[config.mk]
export PLATFORM = sky130hd
export DESIGN_NAME = ram_wr_ctrl_flat
export DESIGN_NICKNAME = d
export VERILOG_FILES = /design/src/rtl/ram_wr_ctrl_if.sv /design/src/rtl/ram_wr_ctrl.sv /design/src/flat_wrapper.sv
export SDC_FILE = /design/constraint.sdc
export NUM_CORES = 1
export LEC_CHECK = 0
export CAP_MARGIN = 30
export CORE_MARGIN = 1
export CORE_UTILIZATION = 40
export DETAILED_ROUTE_END_ITERATION = 10
export GPL_TIMING_DRIVEN = 0
export PLACE_DENSITY_LB_ADDON = 0.25
export SLEW_MARGIN = 20
export SYNTH_ARGS = -nofsm -noshare
export SYNTH_HDL_FRONTEND = slang
export SYNTH_SLANG_ARGS = --single-unit
[constraint.sdc]
create_clock -name clk -period 6.7 [get_ports clk]
set_clock_uncertainty 0.1 [all_clocks]
set_input_delay 1.34 -clock clk [delete_from_list [all_inputs] [get_ports clk]]
set_output_delay 1.34 -clock clk [all_outputs]
set_load 0.05 [all_outputs]
[src/rtl/ram_wr_ctrl_if.sv]
// Port-A write / port-B sequencing bundle between the RAM test-path requester
// and ram_wr_ctrl. The controller takes the slave view.
interface ram_wr_ctrl_if #(
   parameter int ADDR_W = 6,
   parameter int DATA_W = 8
);
   logic              start;
   logic              auto;
   logic              ram_wr_en;
   logic [ADDR_W-1:0] ram_wr_addr;
   logic [DATA_W-1:0] ram_wr_data;
   logic              rd_flag;
   logic              busy;
   logic              pass_done;

   modport master (
      output start,
      output auto,
      input  ram_wr_en,
      input  ram_wr_addr,
      input  ram_wr_data,
      input  rd_flag,
      input  busy,
      input  pass_done
   );

   modport slave (
      input  start,
      input  auto,
      output ram_wr_en,
      output ram_wr_addr,
      output ram_wr_data,
      output rd_flag,
      output busy,
      output pass_done
   );
endinterface

[src/rtl/ram_wr_ctrl.sv]
// Port-A controller: fills DEPTH words with (addr + pass_cnt), idles one GAP
// cycle, then raises rd_flag for DEPTH cycles so port B sweeps the RAM once.
module ram_wr_ctrl #(
   parameter int ADDR_W = 6,
   parameter int DATA_W = 8,
   parameter int DEPTH  = 64
) (
   input logic           clk,
   input logic           rst_n,
   ram_wr_ctrl_if.slave  bus
);

   typedef enum logic [1:0] {
      S_IDLE  = 2'd0,
      S_WRITE = 2'd1,
      S_GAP   = 2'd2,
      S_READ  = 2'd3
   } state_t;

   localparam logic [ADDR_W:0] LAST_PHASE = (ADDR_W+1)'(DEPTH - 1);

   state_t            r_state;
   state_t            w_state_nxt;
   logic [ADDR_W:0]   r_phase;
   logic [ADDR_W:0]   w_phase_nxt;
   logic [DATA_W-1:0] r_pass_cnt;
   logic [DATA_W-1:0] w_pass_cnt_nxt;

   logic              r_wr_en;
   logic [ADDR_W-1:0] r_wr_addr;
   logic [DATA_W-1:0] r_wr_data;
   logic              r_rd_flag;
   logic              r_busy;
   logic              r_pass_done;

   logic              w_wr_en_nxt;
   logic [ADDR_W-1:0] w_wr_addr_nxt;
   logic [DATA_W-1:0] w_wr_data_nxt;
   logic              w_rd_flag_nxt;
   logic              w_busy_nxt;
   logic              w_pass_done_nxt;
   logic              w_phase_last;

   assign w_phase_last = (r_phase == LAST_PHASE);

   always_comb begin
      w_state_nxt     = r_state;
      w_phase_nxt     = r_phase;
      w_pass_cnt_nxt  = r_pass_cnt;
      w_pass_done_nxt = 1'b0;

      unique case (r_state)
         S_IDLE: begin
            if (bus.start) begin
               w_state_nxt = S_WRITE;
               w_phase_nxt = '0;
            end
         end
         S_WRITE: begin
            if (w_phase_last) begin
               w_state_nxt = S_GAP;
               w_phase_nxt = '0;
            end else begin
               w_phase_nxt = r_phase + 1'b1;
            end
         end
         S_GAP: begin
            w_state_nxt = S_READ;
            w_phase_nxt = '0;
         end
         S_READ: begin
            if (w_phase_last) begin
               w_pass_cnt_nxt  = r_pass_cnt + 1'b1;
               w_pass_done_nxt = 1'b1;
               w_state_nxt     = bus.auto ? S_WRITE : S_IDLE;
               w_phase_nxt     = '0;
            end else begin
               w_phase_nxt = r_phase + 1'b1;
            end
         end
         default: begin
            w_state_nxt = S_IDLE;
            w_phase_nxt = '0;
         end
      endcase

      // Outputs are decoded from the next state so they appear registered
      // in the same cycle the state is entered.
      w_wr_en_nxt   = (w_state_nxt == S_WRITE);
      w_wr_addr_nxt = w_wr_en_nxt ? w_phase_nxt[ADDR_W-1:0] : '0;
      w_wr_data_nxt = w_wr_en_nxt ? (DATA_W'(w_wr_addr_nxt) + w_pass_cnt_nxt) : '0;
      w_rd_flag_nxt = (w_state_nxt == S_READ);
      w_busy_nxt    = (w_state_nxt != S_IDLE);
   end

   always_ff @(posedge clk or negedge rst_n) begin
      if (!rst_n) begin
         r_state     <= S_IDLE;
         r_phase     <= '0;
         r_pass_cnt  <= '0;
         r_wr_en     <= 1'b0;
         r_wr_addr   <= '0;
         r_wr_data   <= '0;
         r_rd_flag   <= 1'b0;
         r_busy      <= 1'b0;
         r_pass_done <= 1'b0;
      end else begin
         r_state     <= w_state_nxt;
         r_phase     <= w_phase_nxt;
         r_pass_cnt  <= w_pass_cnt_nxt;
         r_wr_en     <= w_wr_en_nxt;
         r_wr_addr   <= w_wr_addr_nxt;
         r_wr_data   <= w_wr_data_nxt;
         r_rd_flag   <= w_rd_flag_nxt;
         r_busy      <= w_busy_nxt;
         r_pass_done <= w_pass_done_nxt;
      end
   end

   assign bus.ram_wr_en   = r_wr_en;
   assign bus.ram_wr_addr = r_wr_addr;
   assign bus.ram_wr_data = r_wr_data;
   assign bus.rd_flag     = r_rd_flag;
   assign bus.busy        = r_busy;
   assign bus.pass_done   = r_pass_done;

endmodule

[src/flat_wrapper.sv]
// flat-port wrapper written by rule: the top's interface ports become plain ports
module ram_wr_ctrl_flat 
#(
   parameter int ADDR_W = 6,
   parameter int DATA_W = 8,
   parameter int DEPTH  = 64
)
  (clk, rst_n, bus_start, bus_auto, bus_ram_wr_en, bus_ram_wr_addr, bus_ram_wr_data, bus_rd_flag, bus_busy, bus_pass_done);
  ram_wr_ctrl_if #(.ADDR_W(ADDR_W), .DATA_W(DATA_W)) bus_i ();
  input logic clk;
  input logic rst_n;
  input wire logic [$bits(bus_i.start)-1:0] bus_start;
  input wire logic [$bits(bus_i.auto)-1:0] bus_auto;
  output wire logic [$bits(bus_i.ram_wr_en)-1:0] bus_ram_wr_en;
  output wire logic [$bits(bus_i.ram_wr_addr)-1:0] bus_ram_wr_addr;
  output wire logic [$bits(bus_i.ram_wr_data)-1:0] bus_ram_wr_data;
  output wire logic [$bits(bus_i.rd_flag)-1:0] bus_rd_flag;
  output wire logic [$bits(bus_i.busy)-1:0] bus_busy;
  output wire logic [$bits(bus_i.pass_done)-1:0] bus_pass_done;
  assign bus_i.start = bus_start;
  assign bus_i.auto = bus_auto;
  assign bus_ram_wr_en = bus_i.ram_wr_en;
  assign bus_ram_wr_addr = bus_i.ram_wr_addr;
  assign bus_ram_wr_data = bus_i.ram_wr_data;
  assign bus_rd_flag = bus_i.rd_flag;
  assign bus_busy = bus_i.busy;
  assign bus_pass_done = bus_i.pass_done;
  ram_wr_ctrl #(.ADDR_W(ADDR_W), .DATA_W(DATA_W), .DEPTH(DEPTH)) u_core (.clk(clk), .rst_n(rst_n), .bus(bus_i));
endmodule
==> out/qor.txt, run 1 <==
final core occ: 51.14%
HP Class: register to register
Final Non-Filler Cells: 223
WL final: 3.118 mm
f_max: 0.2435 GHz
Layout fillers: 363
worst r2r path cells: 14
Area Growth Syn to Fin: 21.92%
IO Pins: 22
hold_sp: u_core.r_pass_cnt[7]
GR Overflow Total: 0
clk_lat worst skew: 0.28 ns
Die ar.: 4458 um2
Num CTS Buffers: 5
Multi-input gate area: 770.7 um2
CP Launch Type: input pin
gr usage total: 16.94%
post-CTS resize count: 0
Post-synth EDFFs: 0
unrepaired setup endpoints after global routing: no
post-DR vias/cell: 5.211
crit path launch: bus_start
Post-Syn Area: 1678 um2
Slowest cell on crit path: nor3_1
Max-cap violations: 0
gpl congestion: 0.8000
Top FF cell, synth: dfrtp_1
Final Hold Vio Count: 0
post-route minimum period: 4.107 ns
clk sinks: 35
worst path cell trace: clkdlybuf4s50_1 -> nor3_1 -> nand2_1 -> o21ai_0 -> and2_1 -> ha_1 -> inv_1 -> fa_1 -> nor2b_1 -> o31a_1 -> o21ai_0 -> a21o_1 -> a21oi_1
top-count cell post-synth: dfrtp_1
dpl cells: 217
power density cells: 457.9 nW/um2
vias in the first global route: 1164
core area: 4000 um2
Post-synth ARST share: 100.0%
Post-Place Setup Slack: 2.344 ns
Worst-Margin Slew: 0.6440 ns
Port Buffers: 21
# DRC: 0
Die H: 66.77 um
clk slew on worst S/H paths: 0.06 ns
most frequent cells after synthesis: 35 x dfrtp_1, 9 x o21ai_0, 8 x ha_1, 8 x nand2_1
post-synthesis area per instance: 11.57 um2
Final Cycle Share: 61.30%
Synth area leaders: dfrtp_1 52%, ha_1 6.0%, o21ai_0 2.7%
final setup violating endpoints: 0
Synth top area share: 52.20%
drt wl/cell: 13.98 um
Root Buffer: clkbuf_8
ratio of cells with drive above 1 in the final layout: 10.40%
largest area contributor in the netlist: dfrtp_1
post-route setup slack: 2.593 ns
VDD IR max: 260.7 uV
Syn Inst Count: 145
Post-Route Setup TNS: 0 ns
Final Max Tran Viols: 0
critical path arrival: 4.21 ns
Setup CP Type: input pin to register
vias post-DR: 1162
first drt pass iteration count: 4
worst flop-to-flop path startpoint: u_core.r_phase[0]
Mapped Nets: 158
slew margin rel.: 56.73%
Tot Pwr: 0.9368 mW
Hold Buf Count CTS: 0
Starting DRT DRC Count: 49
Unique masters post-synth: 43
TritonCTS clock tree: yes
setup bufs post-CTS: 0
Longest Clk Path Bufs: 2
largest net degree at the start of global routing: 21
leakage power total: 0.9311 nW
DPL Wire Length: 2.337 mm
Worst Path Required: 6.81 ns
sequential cell area: 875.8 um2
global-route wire length before repair: 5.451 mm
Hold Crit Depth: 1
number of H-tree levels: 2
post-route ant nets: 0
antenna violations before repair: 0
diode count: 0
CP max stage delay: 0.52 ns
critical path's most frequent cell: o21ai_0
Starting Density: 41.95%
CP endpoint kind: register
Rows: 23
Seq cells post-synth: 35
# nets final: 187
register area share after synthesis: 52.20%
Synth warnings: 0
outcome: finished clean
Die W: 66.77 um
CP max FO: 6
-- per-layer routing --
metal	vias to the layer above	track usage, %	wire [um]
met5	-	0	0
met4	0	4.787	40
met3	5	5.308	135
met2	22	26.39	1451
met1	562	22.51	1490
li1	573	-	-
-- power breakdown --
group / switching [mW] / internal [mW]
registers: 0.0403 / 0.276
logic: 0.306 / 0.177
clock network: 0.0689 / 0.0692
total: 0.415 / 0.522
-- cell usage in the layout (no fill, tap or decap), types with 2 or more instances in the layout --
cell             count
and2_1               7
nand4_1              2
o21ai_0              9
clkbuf_8             5
a211oi_1             3
buf_2                2
a21oi_1              3
a22o_1               4
clkbuf_1             2
nor2b_1              2
dfrtp_1             35
a21o_1               3
ha_1                 8
nand3_1              5
xor2_1               5
nand2b_1             3
inv_1                5
nand2_1              8
nor3_1               4
nor2_1               7
clkdlybuf4s50_1     20
o21a_1               3
xnor2_1              5
-- area by class of cell --
| class | count | area share (%) |
|---|---|---|
| Multi-Input combinational cell | 102 | 37.68 |
| Tap cell | 50 | 3.058 |
| Sequential cell | 35 | 42.81 |
| Buffer | 2 | 0.4281 |
| Clock buffer | 6 | 3.547 |
| Inverter | 6 | 1.101 |
| Timing Repair Buffer | 22 | 11.38 |
-- worst paths after layout --
check	endpoint	slack, ns
worst max-delay path	u_core.bus.ram_wr_data[6]	2.59
worst min-delay path	u_core.r_pass_cnt[7]	0.39
worst max register to register	u_core.bus.ram_wr_data[6]	3.25
worst min register to register	u_core.r_pass_cnt[7]	0.39
max in group asynchronous	u_core.bus.ram_wr_data[5]	5.19
min in group asynchronous	u_core.bus.busy	0.88
-- through the flow --
| step | instance area (um2) | hold WS [ns] |
|---|---|---|
| 6_report | 2046 | 0.3886 |
| 3_3_place_gp | 1951 | 0.3608 |
| 3_5_place_dp | 1973 | 0.3823 |
| 5_1_grt | 2046 | 0.4242 |
| 4_1_cts | 2046 | 0.3920 |
| 2_1_floorplan | 1678 | 0.3455 |
-- critical path, delay by kind of cell --
kind / cells / cell delay [ns]
compound gates: 5 / 0.75
simple gates: 4 / 1.04
buf+inv: 2 / 0.51
fa+ha+maj: 2 / 0.59
-- logic make-up (layout without fill, tap and decap cells) --
group | count (synthesis) | in the layout | synth area share [%]
AOI/OAI and AO/OA | 30 | 30 | 12.45
adders and majority gates | 9 | 9 | 7.159
buffers and inverters | 8 | 36 | 1.864
muxes | 2 | 2 | 1.268
DFF | 35 | 35 | 52.20
and+or+nand+nor | 50 | 50 | 18.87
xor gates and xnor gates | 11 | 11 | 6.189
-- flip-flops by register name (all words and copies together), names as in the netlist --
name / flops
u_core.bus.rd_flag: 1
u_core.r_state: 2
u_core.bus.ram_wr_data: 8
u_core.bus.pass_done: 1
u_core.bus.ram_wr_addr: 6
u_core.bus.busy: 1
u_core.bus.ram_wr_en: 1
u_core.r_phase: 7
u_core.r_pass_cnt: 8
(Power assumes the default switching activity.)
==> run 2, diff against run 1 <==
==> constraint.sdc (replaced) <==
create_clock -name clk -period 3.5 [get_ports clk]
set_clock_uncertainty 0.1 [all_clocks]
set_input_delay 0.7 -clock clk [delete_from_list [all_inputs] [get_ports clk]]
set_output_delay 0.7 -clock clk [all_outputs]
set_load 0.05 [all_outputs]
==> out/qor.txt, run 2 (synthesized netlist as in run 1, its figures left out) <==
outcome: finished clean
diode count: 0 (unchanged)
Worst Path Required: 3.61 ns (-3.20 ns)
clk sinks: 35 (unchanged)
Rows: 23 (unchanged)
post-route setup slack: 0.2855 ns (-2.307 ns)
ratio of cells with drive above 1 in the final layout: 12.64% (+2.2 points)
critical path arrival: 3.32 ns (-0.89 ns)
clk slew on worst S/H paths: 0.06 ns (about the same)
leakage power total: 0.9375 nW (+0.68%)
Die W: 66.77 um (unchanged)
Longest Clk Path Bufs: 2 (unchanged)
post-route minimum period: 3.215 ns
Final Hold Vio Count: 0 (unchanged)
VDD IR max: 501.3 uV (+92%)
core area: 4000 um2 (unchanged)
# DRC: 0 (unchanged)
Root Buffer: clkbuf_8
DPL Wire Length: 2.337 mm (unchanged)
final setup violating endpoints: 0 (unchanged)
Post-Place Setup Slack: -0.2165 ns (-2.560 ns)
HP Class: input pin to async pin
Num CTS Buffers: 5 (unchanged)
M3 GR Usage: 5.308% (unchanged)
Layout fillers: 356 (-1.9%)
clk_lat worst skew: 0.28 ns (about the same)
post-DR vias/cell: 5.241 (+0.58%)
CP endpoint kind: register
Die H: 66.77 um (unchanged)
GR peak layer: met2
antenna violations before repair: 0 (unchanged)
Tot Pwr: 1.810 mW (+93%)
IO Pins: 22 (unchanged)
Worst R2R Setup Slack: 0.35 ns (-2.90 ns)
Area Growth Syn to Fin: 23.64%
GR Overflow Total: 0 (unchanged)
gr usage total: 16.94% (unchanged)
crit path launch: bus_start
vias post-DR: 1174 (+1.0%)
worst setup path end: u_core.bus.ram_wr_data[6]
vias in the first global route: 1164 (unchanged)
largest net degree at the start of global routing: 21 (unchanged)
gpl congestion: 0.8000 (unchanged)
number of H-tree levels: 2 (unchanged)
f_max: 0.3111 GHz
commonest non-fill, non-tap cell in the layout: dfrtp_1
TritonCTS clock tree: yes
Hold Buf Count CTS: 0 (unchanged)
Max-cap violations: 0 (unchanged)
unrepaired setup endpoints after global routing: no
worst path cell trace: clkdlybuf4s50_1 -> nor2_1 -> nor2_1 -> a22oi_2 -> inv_2 -> and2_1 -> ha_1 -> inv_1 -> fa_1 -> nor2b_2 -> o31a_1 -> o21ai_0 -> a21o_1 -> a21oi_1
critical path's most frequent cell: nor2_1
global-route wire length before repair: 5.451 mm (unchanged)
first drt pass iteration count: 4 (unchanged)
Final Cycle Share: 91.84%
WL final: 3.129 mm (+0.35%)
Starting DRT DRC Count: 33 (-33%)
Port Buffers: 21 (unchanged)
drt wl/cell: 13.97 um (about the same)
M1 GR Usage: 22.51% (unchanged)
CP max FO: 10 (+4)
power density cells: 872.7 nW/um2 (+91%)
Final Max Tran Viols: 0 (unchanged)
Slowest cell on crit path: clkdlybuf4s50_1
met2 GRT Util: 26.39% (unchanged)
worst r2r path cells: 14 (unchanged)
Setup CP Type: input pin to register
CP Launch Type: input pin
Starting Density: 41.95% (unchanged)
RR Endpoint: u_core.bus.ram_wr_data[6]
Hold WS: 0.2397 ns (-0.1488 ns)
post-route ant nets: 0 (unchanged)
Die ar.: 4458 um2 (unchanged)
CP max stage delay: 0.56 ns (+0.04 ns)
worst flop-to-flop path startpoint: u_core.r_phase[1]
commonest non-fill, non-tap cells in the layout: 35 x dfrtp_1, 20 x clkdlybuf4s50_1, 9 x o21ai_0
# nets final: 188 (+0.53%)
slew margin rel.: 66.76% (+10 points)
Worst-Margin Slew: 0.4971 ns (-0.1469 ns)
[run 2: layout make-up]
class                      count  area, um2  area share (%)
clock buffer                   6      72.57           3.498
buffer                         2      8.758          0.4222
inverter                       6      22.52           1.086
timing repair buffer          23      240.2           11.58
sequential                    35      875.8           42.22
tap                           50      62.56           3.016
multi-input combinational    102      792.0           38.18
[run 2: worst min path at each step]
| stage | start | depth (start not counted) | slack (ns) | to |
|---|---|---|---|---|
| after global routing | rst_n | 1 | 0.26 | u_core.bus.busy |
| after CTS | rst_n | 1 | 0.25 | u_core.bus.busy |
| final | rst_n | 1 | 0.24 | u_core.bus.busy |
| after floorplan | rst_n | 0 | 0.30 | u_core.bus.busy |
| after global placement | u_core.r_pass_cnt[7] | 1 | 0.36 | u_core.r_pass_cnt[7] |
| after detailed placement | u_core.r_pass_cnt[7] | 1 | 0.38 | u_core.r_pass_cnt[7] |
[run 2: timing repair]
item / 4_1_cts / 5_1_grt
gates resized for setup: 0 / 5
setup buffers: 0 / 1
endpoints found under the setup margin: 0 / 4
[run 2: routing by layer]
layer / up-vias / share of wire, %
met5: - / 0
met4: 0 / 1.3
met3: 5 / 4.1
met2: 22 / 47
met1: 571 / 47
li1: 576 / -
[run 2: report_power, final]
| part | switching (mW) | internal, mW | total [mW] |
|---|---|---|---|
| clock network | 0.131 | 0.132 | 0.264 |
| logic | 0.590 | 0.350 | 0.940 |
| registers | 0.0788 | 0.528 | 0.607 |
| total | 0.800 | 1.01 | 1.81 |
[run 2: worst max-delay path, delay by kind of cell]
| kind | cells | cell delay [ns] |
|---|---|---|
| AOI/OAI and AO/OA | 5 | 0.69 |
| buffers and inverters | 3 | 0.78 |
| adders and majority gates | 2 | 0.60 |
| and+or+nand+nor | 4 | 0.55 |
[run 2: through the flow]
stage / setup TNS [ns] / cells / util (%) / instance area (um2)
after floorplan: 0 / 145 / - / 1678
after global placement: -0.3580 / 216 / 48.76 / 1951
after detailed placement: -0.3313 / 217 / 49.33 / 1973
after CTS: 0 / 223 / 51.14 / 2046
after global routing: 0 / 224 / 51.86 / 2074
final: 0 / 224 / 51.86 / 2074
